`src/rtl/marquee_pkg.sv`:
```
// Shared constants for the marquee loader: FSM encodings, display word layout
// and the ASCII ranges the glyph encoder folds into 6-bit glyph codes.
package marquee_pkg;

  localparam int WORD_W = 7;

  localparam logic [1:0] ST_IDLE  = 2'd0;
  localparam logic [1:0] ST_SYNC  = 2'd1;
  localparam logic [1:0] ST_SHIFT = 2'd2;

  localparam logic [WORD_W-1:0] BLANK = 7'h40;

  localparam logic [7:0] ASCII_LO    = 8'h20;
  localparam logic [7:0] ASCII_LOWER = 8'h60;
  localparam logic [7:0] ASCII_END   = 8'h80;
  localparam logic [7:0] FOLD_OFS    = 8'h40;

endpackage

```
`src/rtl/glyph_encode.sv`:
```
// Combinational ASCII-to-display-word encoder; lower case folds onto upper
// case glyphs, control and non-ASCII codes become BLANK.
module glyph_encode
  import marquee_pkg::*;
(
  input  logic [7:0]        ch_data_i,
  input  logic              ch_raw_i,
  output logic [WORD_W-1:0] word_o
);

  // Only the low 6 bits of the difference matter, so the subtraction is done at 6 bits.
  always_comb begin
    word_o = BLANK;
    if (ch_raw_i) begin
      word_o = {1'b0, ch_data_i[5:0]};
    end else if (ch_data_i < ASCII_LO) begin
      word_o = BLANK;
    end else if (ch_data_i < ASCII_LOWER) begin
      word_o = {1'b1, ch_data_i[5:0] - ASCII_LO[5:0]};
    end else if (ch_data_i < ASCII_END) begin
      word_o = {1'b1, ch_data_i[5:0] - FOLD_OFS[5:0]};
    end else begin
      word_o = BLANK;
    end
  end

endmodule

```
`src/rtl/marquee_loader.sv`:
```
// Collects a message over a valid/ready handshake, then re-syncs the display
// word counter and streams every word serially so message word 0 lands at display word 0.
module marquee_loader
  import marquee_pkg::*;
#(
  parameter int WORD_COUNT = 30
)
(
  input  logic       clk_i,
  input  logic       rst_ni,
  input  logic       ch_valid_i,
  input  logic [7:0] ch_data_i,
  input  logic       ch_raw_i,
  output logic       ch_ready_o,
  input  logic       commit_i,
  output logic       busy_o,
  output logic       done_o,
  output logic       disp_reset_o,
  output logic       disp_write_o,
  output logic       disp_din_o
);

  localparam int CNT_W = $clog2(WORD_COUNT + 1);
  localparam logic [CNT_W-1:0] CNT_FULL = CNT_W'(WORD_COUNT);
  localparam logic [CNT_W-1:0] CNT_LAST = CNT_W'(WORD_COUNT - 1);

  logic [1:0]        state_q, state_d;
  logic [CNT_W-1:0]  wr_cnt_q, wr_cnt_d;
  logic [CNT_W-1:0]  slot_q, slot_d;
  logic [2:0]        bit_q, bit_d;
  logic [WORD_W-1:0] store_q [WORD_COUNT];

  logic ch_ready_q, busy_q, done_q, disp_reset_q, disp_write_q, disp_din_q;
  logic ch_ready_d, busy_d, done_d, disp_reset_d, disp_write_d, disp_din_d;

  logic              accept_s;
  logic [WORD_W-1:0] enc_word_s;
  logic [CNT_W-1:0]  idx_s;
  logic [WORD_W-1:0] word_s;

  glyph_encode u_glyph_encode (
    .ch_data_i (ch_data_i),
    .ch_raw_i  (ch_raw_i),
    .word_o    (enc_word_s)
  );

  always_comb begin
    state_d  = state_q;
    wr_cnt_d = wr_cnt_q;
    slot_d   = slot_q;
    bit_d    = bit_q;
    done_d   = 1'b0;
    accept_s = 1'b0;
    case (state_q)
      ST_IDLE: begin
        accept_s = ch_valid_i && ch_ready_q;
        if (accept_s) begin
          wr_cnt_d = wr_cnt_q + {{(CNT_W-1){1'b0}}, 1'b1};
        end else begin
          wr_cnt_d = wr_cnt_q;
        end
        if (commit_i) begin
          state_d = ST_SYNC;
        end else begin
          state_d = ST_IDLE;
        end
      end
      ST_SYNC: begin
        state_d = ST_SHIFT;
        slot_d  = '0;
        bit_d   = 3'd0;
      end
      ST_SHIFT: begin
        if (bit_q == 3'd7) begin
          bit_d = 3'd0;
          if (slot_q == CNT_LAST) begin
            state_d  = ST_IDLE;
            slot_d   = '0;
            wr_cnt_d = '0;
            done_d   = 1'b1;
          end else begin
            slot_d = slot_q + {{(CNT_W-1){1'b0}}, 1'b1};
          end
        end else begin
          bit_d = bit_q + 3'd1;
        end
      end
      default: begin
        state_d = ST_IDLE;
      end
    endcase
  end

  // Slot 0 carries the last message index so the display's rotation ends with index 0 in front.
  always_comb begin
    if (slot_d == '0) begin
      idx_s = CNT_LAST;
    end else begin
      idx_s = slot_d - {{(CNT_W-1){1'b0}}, 1'b1};
    end
    if (idx_s < wr_cnt_q) begin
      word_s = store_q[idx_s];
    end else begin
      word_s = BLANK;
    end
  end

  always_comb begin
    ch_ready_d   = (state_d == ST_IDLE) && (wr_cnt_d < CNT_FULL);
    busy_d       = (state_d != ST_IDLE);
    disp_reset_d = (state_d == ST_SYNC);
    disp_write_d = (state_d == ST_SHIFT);
    if ((state_d == ST_SHIFT) && (bit_d != 3'd7)) begin
      disp_din_d = word_s[bit_d];
    end else begin
      disp_din_d = 1'b0;
    end
  end

  // Message contents are qualified by wr_cnt, so the store itself needs no reset.
  always_ff @(posedge clk_i) begin
    if (accept_s) begin
      store_q[wr_cnt_q] <= enc_word_s;
    end
  end

  always_ff @(posedge clk_i or negedge rst_ni) begin
    if (!rst_ni) begin
      state_q      <= ST_IDLE;
      wr_cnt_q     <= '0;
      slot_q       <= '0;
      bit_q        <= 3'd0;
      ch_ready_q   <= 1'b0;
      busy_q       <= 1'b0;
      done_q       <= 1'b0;
      disp_reset_q <= 1'b1;
      disp_write_q <= 1'b0;
      disp_din_q   <= 1'b0;
    end else begin
      state_q      <= state_d;
      wr_cnt_q     <= wr_cnt_d;
      slot_q       <= slot_d;
      bit_q        <= bit_d;
      ch_ready_q   <= ch_ready_d;
      busy_q       <= busy_d;
      done_q       <= done_d;
      disp_reset_q <= disp_reset_d;
      disp_write_q <= disp_write_d;
      disp_din_q   <= disp_din_d;
    end
  end

  assign ch_ready_o   = ch_ready_q;
  assign busy_o       = busy_q;
  assign done_o       = done_q;
  assign disp_reset_o = disp_reset_q;
  assign disp_write_o = disp_write_q;
  assign disp_din_o   = disp_din_q;

endmodule

```
`config.mk`:
```
export PLATFORM = sky130hd
export DESIGN_NAME = marquee_loader
export DESIGN_NICKNAME = d
export VERILOG_FILES = /design/src/rtl/marquee_pkg.sv /design/src/rtl/glyph_encode.sv /design/src/rtl/marquee_loader.sv
export SDC_FILE = /design/constraint.sdc
export NUM_CORES = 1
export LEC_CHECK = 0
export BUFFER_PORTS_ARGS = -buffer_cell sky130_fd_sc_hd__buf_2
export CORE_MARGIN = 2
export CORE_UTILIZATION = 30
export DETAILED_ROUTE_END_ITERATION = 10
export PLACE_DENSITY = 0.55
export SLEW_MARGIN = 20
export SYNTH_ARGS = -nofsm -noshare
export SYNTH_HDL_FRONTEND = slang
export SYNTH_SLANG_ARGS = --single-unit
```
`constraint.sdc`:
```
create_clock -name clk_i -period 8.25 [get_ports clk_i]
set_input_delay 1.65 -clock clk_i [delete_from_list [all_inputs] [get_ports clk_i]]
set_output_delay 1.65 -clock clk_i [all_outputs]
set_load 0.05 [all_outputs]
```
==> impl_results.md <==
* Syn_nets at 874
* Initial antenna violation count at 0
* Hold buffer count at CTS at 0
* First-pass GRT wire length at 44.64 mm
* Cell Area, Synth at 10460 um^2
* Setup violations, final at 0
* Max-Cap Viols at 0
* Pleak at 4.065 nW
* TritonCTS clock tree: yes
* WS Path Type: flop to flop
* Worst Tran Pin Value at 1.058 ns
* Status: finished clean
* Antenna cells at 0
* Register Area at 6833 um^2
* Post-DP Area at 11000 um^2
* TritonCTS Buffers at 25
* Final worst path period share at 72.03%
* Setup tns final at 0 ns
* Number of port buffers at 18
* Clock tree sinks at 231
* Row Count at 68
* Placer Congestion at 0.8813
* Vias/cell at 5.436
* Async SR Flop Fraction at 9.091%
* Total setup buffers inserted after CTS at 0
* Post-synthesis sequential area ratio at 65.35%
* Final net count at 885
* TritonRoute pass-1 iters at 8
* Pint at 2.021 mW
* Final setup margin at 2.308 ns
* Startpoint Class: flop
* Largest net degree at the start of global routing at 52
* Core area at 34460 um^2
* Root buffer cell: clkbuf_16
* Final wirelength at 29.48 mm
* Min-delay worst type: flop to flop
* Syn Inst Count at 844
* Die Y at 190.7 um
* Wirelength per Cell at 22.18 um
* Clock-pin transition on the worst setup and hold timing paths at 0.07 ns
* Final-report max-slew violation count at 0
* Worst Path Required at 8.70 ns
* Routed via count at 7224
* Reg power frac at 49.6%
* Yosys reg bits at 231
* Peak VDD IR at 146.1 uV
* Crit end category: flop
* Avg Cell Area, Syn at 12.39 um^2
* Power density over the cells at 232.9 nW/um^2
* CTS Buffer Depth at 3
* Vias in the first global route at 7003
* Tmin final at 5.942 ns
* RSZ-0062 raised after global routing: no
* Area occupied by multi-input gates at 3303 um^2
* Combinational share of power at 11.8%
* Hpwl dp at 18.66 mm
* # DRC at 0
* Gr ovfl total at 0
* Iter 0 DRT Violations at 702
* Synth Warn # at 0
* Unique masters post-synth at 73
* Hold path depth at 2
* Finished layout cell area at 11800 um^2
* CP arrival at 6.39 ns
* Synthesis-to-layout area growth at 12.80%
* Post-CTS Resized at 0
* Fmax at 168.3 MHz
* Worst slack, placed at 2.376 ns
* Detail Route Antenna Nets at 0
* EDFF count, synth at 210
* Fillers at 3424
* Worst r2r path cells at 21
* Die Width at 190.7 um
* Reg2Reg Setup Slack at 2.31 ns
* Sw power at 0.7264 mW
* Max-slew headroom at 29.37%
* Sw Share at 26.44%
* Critical path fanouts, max at 51
* Clk_lat worst skew at 0.53 ns
* Initial core utilization at 30.34%
* Die ar. at 36360 um^2
* Clock Skew at 0.01243 ns
* Clock Power Share at 38.6%
* Synth Flop Type: edfxtp_1
* Final core occ at 34.23%
* H-Tree Depth at 1
* Top Ports at 19
* GRT Resource Usage Total at 16.39%
* Fin. Hold Viols at 0
* Layout cells sized above 1 at 11.33%
-- final cells by class --
class	instances	share of cell area (%)
clock buffer	31	5.665
clock inverter	15	0.8274
inverter	29	0.9229
multi-input combinational	536	28.00
sequential	231	57.93
tap	455	4.827
timing repair buffer	32	1.825
-- final timing paths --
path                             from           end
max in group asynchronous      rst_ni  disp_reset_o
setup / recovery           state_q[0]    disp_din_o
hold / removal             state_q[0]    state_q[0]
min in group asynchronous      rst_ni    state_q[0]
setup reg to reg           state_q[0]    disp_din_o
hold reg to reg            state_q[0]    state_q[0]
-- placed cells by master, fill, tap and decap left out, types with 5 or more instances in the layout --
cell / instances
nand4_1: 16
o21ai_0: 26
a221oi_1: 14
clkinv_1: 8
nor2_1: 57
buf_2: 18
ha_1: 17
clkinv_2: 5
mux2i_1: 23
o211ai_1: 14
dfrtp_1: 20
inv_1: 23
nand2b_1: 6
clkbuf_16: 25
edfxtp_1: 210
nor3_1: 9
inv_2: 5
or3_1: 7
a31oi_1: 20
a21oi_1: 28
nor4_1: 8
buf_4: 13
nand2_1: 130
o221ai_1: 7
o22ai_1: 8
nand3_1: 41
a311oi_1: 5
o31ai_1: 6
-- sequential cells by signal (all words and copies together) (netlist names) --
| signal | count |
|---|---|
| disp_reset_o | 1 |
| ch_ready_o | 1 |
| slot_q | 5 |
| bit_q | 3 |
| busy_o | 1 |
| disp_din_o | 1 |
| store_q | 210 |
| wr_cnt_q | 5 |
| done_o | 1 |
| disp_write_o | 1 |
| state_q | 2 |
-- power by group through the flow --
stage / Combinational, mW / Sequential, mW / Clock, mW
after floorplan: 0.197 / 1.40 / 0
after global placement: 0.318 / 1.39 / 0
after detailed placement: 0.319 / 1.39 / 0
after CTS: 0.322 / 1.36 / 1.07
after global routing: 0.354 / 1.37 / 1.12
final: 0.324 / 1.36 / 1.06
-- per-layer routing --
| layer | vias up | track usage (%) | wire, um |
|---|---|---|---|
| met4 | 0 | 3.787 | 601 |
| met2 | 303 | 24.90 | 13000 |
| met1 | 3617 | 24.07 | 13410 |
| met5 | - | 0 | 0 |
| met3 | 46 | 3.220 | 2461 |
| li1 | 3258 | - | - |
-- per-stage QoR --
stage	instances	hold slack (ns)	power [mW]
2_1_floorplan	844	0.5701	1.598
3_3_place_gp	1282	0.6114	1.705
3_5_place_dp	1282	0.6206	1.706
4_1_cts	1328	0.6397	2.757
5_1_grt	1329	0.6610	2.845
6_report	1329	0.6435	2.747
-- kinds of logic (layout without fill, tap and decap cells) --
family          after synthesis  in the layout  share of synthesized area, %
simple gates                299            299                         12.92
compound gates              190            190                         13.40
xor+xnor                      3              3                        0.2513
buf+inv                      77            107                         3.410
mux                          27             27                         2.632
fa+ha+maj                    17             17                         2.034
flops                       231            231                         65.35
-- critical path, stage by stage (launching register included) --
cell       delay [ns]
dfrtp_1          0.38
inv_1            0.09
ha_1             0.57
inv_1            0.19
o21ai_1          0.23
nand2_2          0.07
buf_4            0.31
inv_2            0.12
buf_4            0.61
ha_1             0.75
a21o_1           0.23
o311a_1          0.18
buf_4            0.35
inv_2            0.24
ha_1             0.24
a21o_1           0.17
a21oi_1          0.14
o21ai_0          0.18
nor3_1           0.19
o31ai_1          0.12
a2111oi_2        0.25
a2bb2oi_1        0.21
-- cell usage after synthesis (3+ instances only) --
master	number	area, um^2
a22oi_1	4	30.03
o31ai_1	6	45.04
ha_1	17	212.7
nor2b_1	7	43.79
or3_1	7	43.79
a31oi_1	20	125.1
nand4_1	16	100.1
a221o_1	3	30.03
inv_1	23	86.33
nor4_1	8	50.05
nor3_1	9	45.04
o311ai_0	4	35.03
a2bb2oi_1	3	26.28
a22o_1	4	35.03
and3_1	4	25.02
dfrtp_1	20	500.5
edfxtp_1	210	6306
o2bb2ai_1	3	26.28
a311oi_1	5	43.79
nand2_1	131	491.7
o211ai_1	14	105.1
o22ai_1	8	50.05
mux2i_1	23	230.2
buf_2	21	105.1
a21o_1	3	22.52
nand2b_1	6	37.54
inv_2	5	18.77
a21boi_0	3	22.52
a211oi_1	4	30.03
mux2_2	4	45.04
a32o_1	3	30.03
o21ai_0	27	135.1
xnor2_1	3	26.28
nor2_1	57	214.0
buf_4	11	82.58
nand3_1	41	205.2
a21oi_1	28	140.1
o221ai_1	7	61.31
a221oi_1	14	122.6
clkbuf_1	12	45.04
buf_1	4	15.01
Power figures use the tool's default switching activity.
